## src/rtl/hv_bist_pkg.sv

```systemverilog
// Purpose     : shared types and constants for the HV self-test sequencer.
// Latency     : n/a (declarations only).
// Backpressure: n/a.
// Contents: state_t (3-bit FSM encoding), analog BIST item bit indices,
// default timing parameters and the derived settle/timeout cycle counts.
package hv_bist_pkg;

  localparam int unsigned CLK_M_DEF         = 48;   // clock cycles per microsecond
  localparam int unsigned BIST_ITEM_NUM_DEF = 6;
  localparam int unsigned SETTLE_US_DEF     = 10;
  localparam int unsigned TMO_US_DEF        = 500;
  localparam int unsigned RETRY_MAX         = 1;

  localparam int unsigned SETTLE_CYC = SETTLE_US_DEF * CLK_M_DEF;
  localparam int unsigned TMO_CYC    = TMO_US_DEF * CLK_M_DEF;

  // Bit positions inside i_abist_status / o_fail_vec.
  localparam int unsigned IDX_OV     = 0;
  localparam int unsigned IDX_OT     = 1;
  localparam int unsigned IDX_OPSCOD = 2;
  localparam int unsigned IDX_OC     = 3;
  localparam int unsigned IDX_SC     = 4;
  localparam int unsigned IDX_ADC    = 5;

  typedef enum logic [2:0] {
    ST_IDLE     = 3'd0,
    ST_WAIT_RDY = 3'd1,
    ST_SETTLE   = 3'd2,
    ST_ABIST    = 3'd3,
    ST_CHECK    = 3'd4,
    ST_LBIST    = 3'd5,
    ST_RETRY    = 3'd6,
    ST_DONE     = 3'd7
  } state_t;

endpackage

```

## src/rtl/hv_bist_seq_ctrl_us_cnt.sv

```systemverilog
// Purpose     : loadable saturating down-counter with a zero flag.
// Latency     : load takes effect on the next edge; zero is combinational from the count.
// Backpressure: none; en simply pauses the count.
// Ports: clk, rst_n (async active-low), load/load_val, en (decrement), zero (count == 0).
module hv_bist_us_cnt #(
  parameter int unsigned W = 9
) (
  input  logic         clk,
  input  logic         rst_n,
  input  logic         load,
  input  logic [W-1:0] load_val,
  input  logic         en,
  output logic         zero
);

  logic [W-1:0] cnt;

  always_ff @(posedge clk or negedge rst_n) begin
    if (!rst_n) begin
      cnt <= '0;
    end else if (load) begin
      cnt <= load_val;
    end else if (en && (cnt != '0)) begin
      cnt <= cnt - W'(1);
    end
  end

  assign zero = (cnt == '0);

endmodule

```

## src/rtl/hv_bist_seq_ctrl.sv

```systemverilog
// Purpose     : HV self-test sequencer: supply qualify, settle, analog BIST, logic BIST, summary.
// Latency     : SETTLE lasts SETTLE_US*CLK_M cycles; timeout fires TMO_US*CLK_M cycles after SETTLE exit.
// Backpressure: requests are only accepted in IDLE/DONE; a request while busy is dropped.
// Ports: i_clk/i_rst_n; i_bist_req, i_vcc_rdy in; o_bist_en, i_abist_fin, i_abist_status
// (analog engine); o_lbist_start, i_lbist_done, i_lbist_pass (logic BIST); o_busy, o_done,
// o_pass, o_fail_vec, o_lbist_fail, o_tmo, o_abort, o_state (results/debug).
// Build option: HV_BIST_RETRY_EN adds the RETRY state and retry counter.
module hv_bist_seq_ctrl
  import hv_bist_pkg::*;
#(
  parameter int unsigned CLK_M         = CLK_M_DEF,
  parameter int unsigned BIST_ITEM_NUM = BIST_ITEM_NUM_DEF,
  parameter int unsigned SETTLE_US     = SETTLE_US_DEF,
  parameter int unsigned TMO_US        = TMO_US_DEF
) (
  input  logic                     i_clk,
  input  logic                     i_rst_n,
  input  logic                     i_bist_req,
  input  logic                     i_vcc_rdy,
  output logic                     o_bist_en,
  input  logic                     i_abist_fin,
  input  logic [BIST_ITEM_NUM-1:0] i_abist_status,
  output logic                     o_lbist_start,
  input  logic                     i_lbist_done,
  input  logic                     i_lbist_pass,
  output logic                     o_busy,
  output logic                     o_done,
  output logic                     o_pass,
  output logic [BIST_ITEM_NUM-1:0] o_fail_vec,
  output logic                     o_lbist_fail,
  output logic                     o_tmo,
  output logic                     o_abort,
  output logic [2:0]               o_state
);

  localparam int unsigned SET_CYC = SETTLE_US * CLK_M;
  localparam int unsigned TMO_LIM = TMO_US * CLK_M;
  localparam int unsigned SW      = $clog2(SET_CYC + 1);
  localparam int unsigned TW      = $clog2(TMO_LIM + 1);
  // Counters load N-1 so that zero is seen in the Nth cycle and the move lands exactly N edges later.
  localparam logic [SW-1:0] SET_LD = SW'(SET_CYC - 1);
  localparam logic [TW-1:0] TMO_LD = TW'(TMO_LIM - 1);

  state_t state, state_nxt;

  logic [BIST_ITEM_NUM-1:0] fail_vec_nxt;
  logic lbist_fail_nxt, tmo_nxt, abort_nxt, pass_nxt, bist_en_nxt;
  logic settle_load, settle_zero;
  logic tmo_load, tmo_en, tmo_zero;
  logic vcc_lost, tmo_hit;

`ifdef HV_BIST_RETRY_EN
  localparam int unsigned RW = $clog2(RETRY_MAX + 1);
  logic [RW-1:0] retry_cnt, retry_cnt_nxt;
  logic          rty_ph, rty_ph_nxt;   // second of the two RETRY cycles
`endif

  assign vcc_lost = !i_vcc_rdy &&
                    (state inside {ST_SETTLE, ST_ABIST, ST_CHECK, ST_LBIST, ST_RETRY});
  assign tmo_hit  = tmo_zero && (state inside {ST_ABIST, ST_CHECK, ST_LBIST, ST_RETRY});

  // The timeout is global: it starts at the first SETTLE exit and keeps running
  // through any re-settle after a retry, so it is only reloaded on request acceptance.
`ifdef HV_BIST_RETRY_EN
  assign tmo_en = (state inside {ST_ABIST, ST_CHECK, ST_LBIST, ST_RETRY}) ||
                  ((state == ST_SETTLE) && (retry_cnt != '0));
`else
  assign tmo_en = state inside {ST_ABIST, ST_CHECK, ST_LBIST};
`endif

  hv_bist_us_cnt #(.W(SW)) u_settle_cnt (
    .clk      (i_clk),
    .rst_n    (i_rst_n),
    .load     (settle_load),
    .load_val (SET_LD),
    .en       (state == ST_SETTLE),
    .zero     (settle_zero)
  );

  hv_bist_us_cnt #(.W(TW)) u_tmo_cnt (
    .clk      (i_clk),
    .rst_n    (i_rst_n),
    .load     (tmo_load),
    .load_val (TMO_LD),
    .en       (tmo_en),
    .zero     (tmo_zero)
  );

  always_ff @(posedge i_clk or negedge i_rst_n) begin
    if (!i_rst_n) begin
      state <= ST_IDLE;
    end else begin
      state <= state_nxt;
    end
  end

  always_comb begin
    state_nxt      = state;
    fail_vec_nxt   = o_fail_vec;
    lbist_fail_nxt = o_lbist_fail;
    tmo_nxt        = o_tmo;
    abort_nxt      = o_abort;
    pass_nxt       = o_pass;
    settle_load    = 1'b0;
    tmo_load       = 1'b0;
    bist_en_nxt    = 1'b0;
`ifdef HV_BIST_RETRY_EN
    retry_cnt_nxt  = retry_cnt;
    rty_ph_nxt     = rty_ph;
`endif

    case (state)
      ST_IDLE, ST_DONE: begin
        if (i_bist_req) begin
          state_nxt      = ST_WAIT_RDY;
          fail_vec_nxt   = '0;
          lbist_fail_nxt = 1'b0;
          tmo_nxt        = 1'b0;
          abort_nxt      = 1'b0;
          pass_nxt       = 1'b0;
          tmo_load       = 1'b1;
`ifdef HV_BIST_RETRY_EN
          retry_cnt_nxt  = '0;
`endif
        end
      end
      ST_WAIT_RDY: begin
        if (i_vcc_rdy) begin
          state_nxt   = ST_SETTLE;
          settle_load = 1'b1;
        end
      end
      ST_SETTLE: begin
        if (vcc_lost) begin
          state_nxt = ST_DONE;
          abort_nxt = 1'b1;
        end else if (settle_zero) begin
          state_nxt = ST_ABIST;
        end
      end
      ST_ABIST: begin
        if (vcc_lost) begin
          state_nxt = ST_DONE;
          abort_nxt = 1'b1;
        end else if (tmo_hit) begin
          state_nxt    = ST_DONE;
          tmo_nxt      = 1'b1;
          fail_vec_nxt = i_abist_status;
        end else if (i_abist_fin) begin
          state_nxt    = ST_CHECK;
          fail_vec_nxt = i_abist_status;
        end
      end
      ST_CHECK: begin
        if (vcc_lost) begin
          state_nxt = ST_DONE;
          abort_nxt = 1'b1;
        end else if (tmo_hit) begin
          state_nxt = ST_DONE;
          tmo_nxt   = 1'b1;
        end else if (o_fail_vec == '0) begin
          state_nxt = ST_LBIST;
`ifdef HV_BIST_RETRY_EN
        end else if (retry_cnt < RW'(RETRY_MAX)) begin
          state_nxt  = ST_RETRY;
          rty_ph_nxt = 1'b0;
`endif
        end else begin
          state_nxt = ST_DONE;
        end
      end
      ST_LBIST: begin
        // A valid LBIST result beats a same-cycle timeout; a supply loss beats both.
        if (vcc_lost) begin
          state_nxt = ST_DONE;
          abort_nxt = 1'b1;
        end else if (i_lbist_done) begin
          state_nxt      = ST_DONE;
          lbist_fail_nxt = !i_lbist_pass;
        end else if (tmo_hit) begin
          state_nxt = ST_DONE;
          tmo_nxt   = 1'b1;
        end
      end
`ifdef HV_BIST_RETRY_EN
      ST_RETRY: begin
        if (vcc_lost) begin
          state_nxt = ST_DONE;
          abort_nxt = 1'b1;
        end else if (tmo_hit) begin
          state_nxt = ST_DONE;
          tmo_nxt   = 1'b1;
        end else if (!rty_ph) begin
          rty_ph_nxt = 1'b1;
        end else begin
          state_nxt     = ST_SETTLE;
          settle_load   = 1'b1;
          retry_cnt_nxt = retry_cnt + RW'(1);
        end
      end
`endif
      default: begin
        state_nxt = ST_IDLE;
      end
    endcase

    if ((state_nxt == ST_DONE) && (state != ST_DONE)) begin
      pass_nxt = (fail_vec_nxt == '0) && !lbist_fail_nxt && !tmo_nxt && !abort_nxt;
    end

    bist_en_nxt = state_nxt inside {ST_ABIST, ST_CHECK, ST_LBIST};
`ifdef HV_BIST_RETRY_EN
    // On a re-settle the supply is already good, so the engine is re-enabled
    // right after the two-cycle low pulse that restarts it.
    if ((state_nxt == ST_SETTLE) && (retry_cnt_nxt != '0)) begin
      bist_en_nxt = 1'b1;
    end
`endif
  end

  always_ff @(posedge i_clk or negedge i_rst_n) begin
    if (!i_rst_n) begin
      o_fail_vec    <= '0;
      o_lbist_fail  <= 1'b0;
      o_tmo         <= 1'b0;
      o_abort       <= 1'b0;
      o_pass        <= 1'b0;
      o_bist_en     <= 1'b0;
      o_lbist_start <= 1'b0;
      o_busy        <= 1'b0;
      o_done        <= 1'b0;
`ifdef HV_BIST_RETRY_EN
      retry_cnt     <= '0;
      rty_ph        <= 1'b0;
`endif
    end else begin
      o_fail_vec    <= fail_vec_nxt;
      o_lbist_fail  <= lbist_fail_nxt;
      o_tmo         <= tmo_nxt;
      o_abort       <= abort_nxt;
      o_pass        <= pass_nxt;
      o_bist_en     <= bist_en_nxt;
      o_lbist_start <= (state_nxt == ST_LBIST) && (state != ST_LBIST);
      o_busy        <= !(state_nxt inside {ST_IDLE, ST_DONE});
      o_done        <= (state_nxt == ST_DONE);
`ifdef HV_BIST_RETRY_EN
      retry_cnt     <= retry_cnt_nxt;
      rty_ph        <= rty_ph_nxt;
`endif
    end
  end

  assign o_state = state;

endmodule

```

## config.mk

```make
export PLATFORM = sky130hd
export DESIGN_NAME = hv_bist_seq_ctrl
export DESIGN_NICKNAME = d
export VERILOG_FILES = /design/src/rtl/hv_bist_pkg.sv /design/src/rtl/hv_bist_seq_ctrl_us_cnt.sv /design/src/rtl/hv_bist_seq_ctrl.sv
export SDC_FILE = /design/constraint.sdc
export NUM_CORES = 1
export LEC_CHECK = 0
export ABC_AREA = 1
export CAP_MARGIN = 10
export CELL_PAD_IN_SITES_DETAIL_PLACEMENT = 1
export CELL_PAD_IN_SITES_GLOBAL_PLACEMENT = 1
export CORE_ASPECT_RATIO = 0.7
export CORE_MARGIN = 2
export CORE_UTILIZATION = 40
export DETAILED_ROUTE_END_ITERATION = 7
export PLACE_DENSITY = 0.75
export SLEW_MARGIN = 20
export SYNTH_ARGS = -nofsm -noshare
export SYNTH_HDL_FRONTEND = slang
export SYNTH_SLANG_ARGS = --single-unit
```

## constraint.sdc

```tcl
create_clock -name i_clk -period 2.25 [get_ports i_clk]
set_input_delay 0.45 -clock i_clk [delete_from_list [all_inputs] [get_ports i_clk]]
set_output_delay 0.45 -clock i_clk [all_outputs]
set_load 0.01 [all_outputs]
```

==> impl_metrics.json <==
{
  "cts_buffer_depth": 2,
  "synthFlopType": "dfrtp_1",
  "synth_edf_count": 0,
  "gp_congestion": 0.854,
  "startpoint_type": "flip-flop",
  "antenna_found_initial": 0,
  "p_leak_nw": 1.37,
  "antennaDiodeCount": 0,
  "maxSlewHeadroom_pct": 64.9,
  "report.final.slew_viol_count": 0,
  "clk_latency_ns": 0.29,
  "yosysSeqAreaShare_pct": 44.4,
  "worstMarginPinSlew_ns": 0.527,
  "h-tree-depth": 2,
  "dieHeight_um": 67.6,
  "synth_area_leader_cell": "dfrtp_1",
  "synth_top_cells_by_count": "83 x nand2_1, 41 x dfrtp_1, 35 x inv_1",
  "r2r_cells": 11,
  "postCtsHoldBufs": 0,
  "vias": 2159,
  "area_delta_synth_final_pct": 23.6,
  "synthDistinctLibCells": 29,
  "outcome": "finished clean",
  "syn-cell-area_um2": 2310,
  "p_per_area_nw_per_um2": 1220,
  "ys_ff_latch": 41,
  "path_max_fanout": 7,
  "finalNetCount": 367,
  "ys_warn_count": 0,
  "holdWs_ns": 0.122,
  "die_w_um": 94.8,
  "rrSetupSlack_ns": 0.19,
  "grt_pass1_vias": 2129,
  "drt_drc_violations_left": 0,
  "cts_tree": "built",
  "syn_nets": 324,
  "startpoint": "o_state[1]$_DFF_PN0_",
  "worstSetupEndpoint": "u_settle_cnt.cnt[7]$_DFFE_PN0P_",
  "critical_path_arrival_ns": 2.24,
  "ioPinCount": 30,
  "synth.avg_cell_area_um2": 7.50,
  "end_kind": "flip-flop",
  "wl_mm": 6.47,
  "vias_per_cell": 5.06,
  "skew_ns": 0.00798,
  "gr-total-overflow": 0,
  "grt_max_degree": 22,
  "required_ns": 2.43,
  "synth_area_leaders": "dfrtp_1 44%, nand2_1 13%, nand3_1 6.5%",
  "critPathKind": "reg2reg",
  "worst_r2r_startpoint": "o_state[1]$_DFF_PN0_",
  "grt_usage_pct": 22.0,
  "cts.sinks": 41,
  "synthCells": 308,
  "drt_iter0_drc": 90,
  "synth_top_area_share_pct": 44.4,
  "grt_pass1_wl_mm": 10.7,
  "power.total_mw": 3.49,
  "dpl_cell_area_um2": 2710,
  "wl_per_cell_um": 15.1,
  "path_clk_slew_ns": 0.08,
  "cp_common_cell": "nand2_1",
  "finalHoldViolations": 0,
  "fmax_mhz": 486,
  "synth.most_common_cell": "nand2_1",
  "drv_cap": 0,
  "drive_gt1_share_pct": 12.8,
  "final.setup.tns_ns": 0,
  "io_buffers": 29,
  "async_flop_share_pct": 100,
  "core_um2": 5640,
  "r2r_end": "u_settle_cnt.cnt[7]$_DFFE_PN0P_",
  "max_stage_delay_ns": 0.49,
  "cts_buffers": 5,
  "die_area_um2": 6400,
  "slowest_stage": "dfrtp_1",
  "finalSetupViolCount": 0,
  "timing.final.crit_share_pct": 91.5,
  "peakVddDrop_v": 0.000506,
  "crit_chain": "inv_1 > nor2_1 > nand2_1 > inv_1 > nand2_1 > nand2_2 > nand3b_1 > nor2_1 > nand2_1 > a21oi_1 > o21ai_1",
  "cts-root-buf": "clkbuf_8",
  "dp_hpwl_mm": 4.99,
  "ant_nets": 0,
  "row_count": 23,
  "drt-pass1-iter-count": 5,
  "min_period_ns": 2.06,
  "final_area_um2": 2850,
  "initial_core_util_pct": 40.9,
  "hp-class": "in2async"
}
[area by class of cell]
| cell class | count | area [um^2] |
|---|---|---|
| fill | 758 | 2790 |
| multi-input combinational | 226 | 1120 |
| sequential | 41 | 1030 |
| timing repair buffer | 38 | 365 |
| inverter | 39 | 150 |
| clock buffer | 7 | 96.3 |
| tap | 75 | 93.8 |
| clock inverter | 1 | 5.00 |
[logic make-up (layout without fill, tap and decap cells)]
logic type	count (synthesis)	in the layout	share of synthesized area (%)
buffers and inverters	41	85	7.43
AOI/OAI and AO/OA	44	44	10.5
adders and majority gates	3	3	1.63
xor gates and xnor gates	1	1	0.379
and+or+nand+nor	178	178	35.7
DFF	41	41	44.4
[power breakdown]
part           switching (mW)  total, mW  internal [mW]
Combinational            1.13       1.83          0.698
Clock                   0.266      0.544          0.278
Sequential              0.182       1.12          0.940
Total                    1.58       3.49           1.92
[registers in the layout (all words and copies together), names as in the netlist, 3 cells and up]
signal            cells
u_settle_cnt.cnt      9
u_tmo_cnt.cnt        15
o_fail_vec            6
o_state               3
[through the flow]
| step | utilization [%] | worst slack (ns) | cells |
|---|---|---|---|
| floorplan | - | 0.560 | 308 |
| global placement | 48.1 | 0.140 | 415 |
| detailed placement | 48.1 | 0.0938 | 415 |
| CTS | 49.9 | 0.141 | 423 |
| global route | 50.6 | -0.0250 | 427 |
| finish | 50.6 | 0.192 | 427 |
[cell usage in the layout, fill, tap and decap left out, types with 4 or more instances in the layout]
master / instances
clkdlybuf4s50_1: 28
nor2_1: 33
dfrtp_1: 41
nand2_1: 83
clkbuf_8: 7
o21ai_0: 21
a21oi_1: 13
inv_1: 34
buf_4: 8
nand2_2: 8
inv_2: 4
nor2_2: 4
nand4_1: 4
o21ai_1: 4
nand3_1: 30
[per-layer routing]
metal	global-route usage (%)	share of wire (%)	wire length (um)
met1	34.2	56	3640
met2	30.9	39	2520
met3	5.13	3.7	241
met4	4.35	0.94	61
met5	0	0	0
[how the worst min path moves through the flow]
stage | slack [ns] | end | from | cells past startpoint
global route | 0.15 | o_fail_vec[5]$_DFF_PN0_ | i_rst_n | 1
detailed placement | 0.46 | o_fail_vec[2]$_DFF_PN0_ | i_rst_n | 1
global placement | 0.45 | o_fail_vec[4]$_DFF_PN0_ | i_rst_n | 1
finish | 0.12 | o_fail_vec[5]$_DFF_PN0_ | i_rst_n | 1
CTS | 0.14 | o_fail_vec[5]$_DFF_PN0_ | i_rst_n | 1
floorplan | 0.15 | o_abort$_DFF_PN0_ | i_rst_n | 0
[timing repair]
item	in CTS	in global routing
gates resized for setup	0	3
endpoints found under the setup margin	0	1
buffers inserted	0	4
[worst max-delay path: cells and delay by family (launching register included)]
kind,cells,cell delay (ns)
AND/OR/NAND/NOR,7,1.00
flip-flops,1,0.49
AO/OA/AOI/OAI,2,0.24
buffers and inverters,2,0.19
No activity file was read; power rests on OpenSTA's default activity.
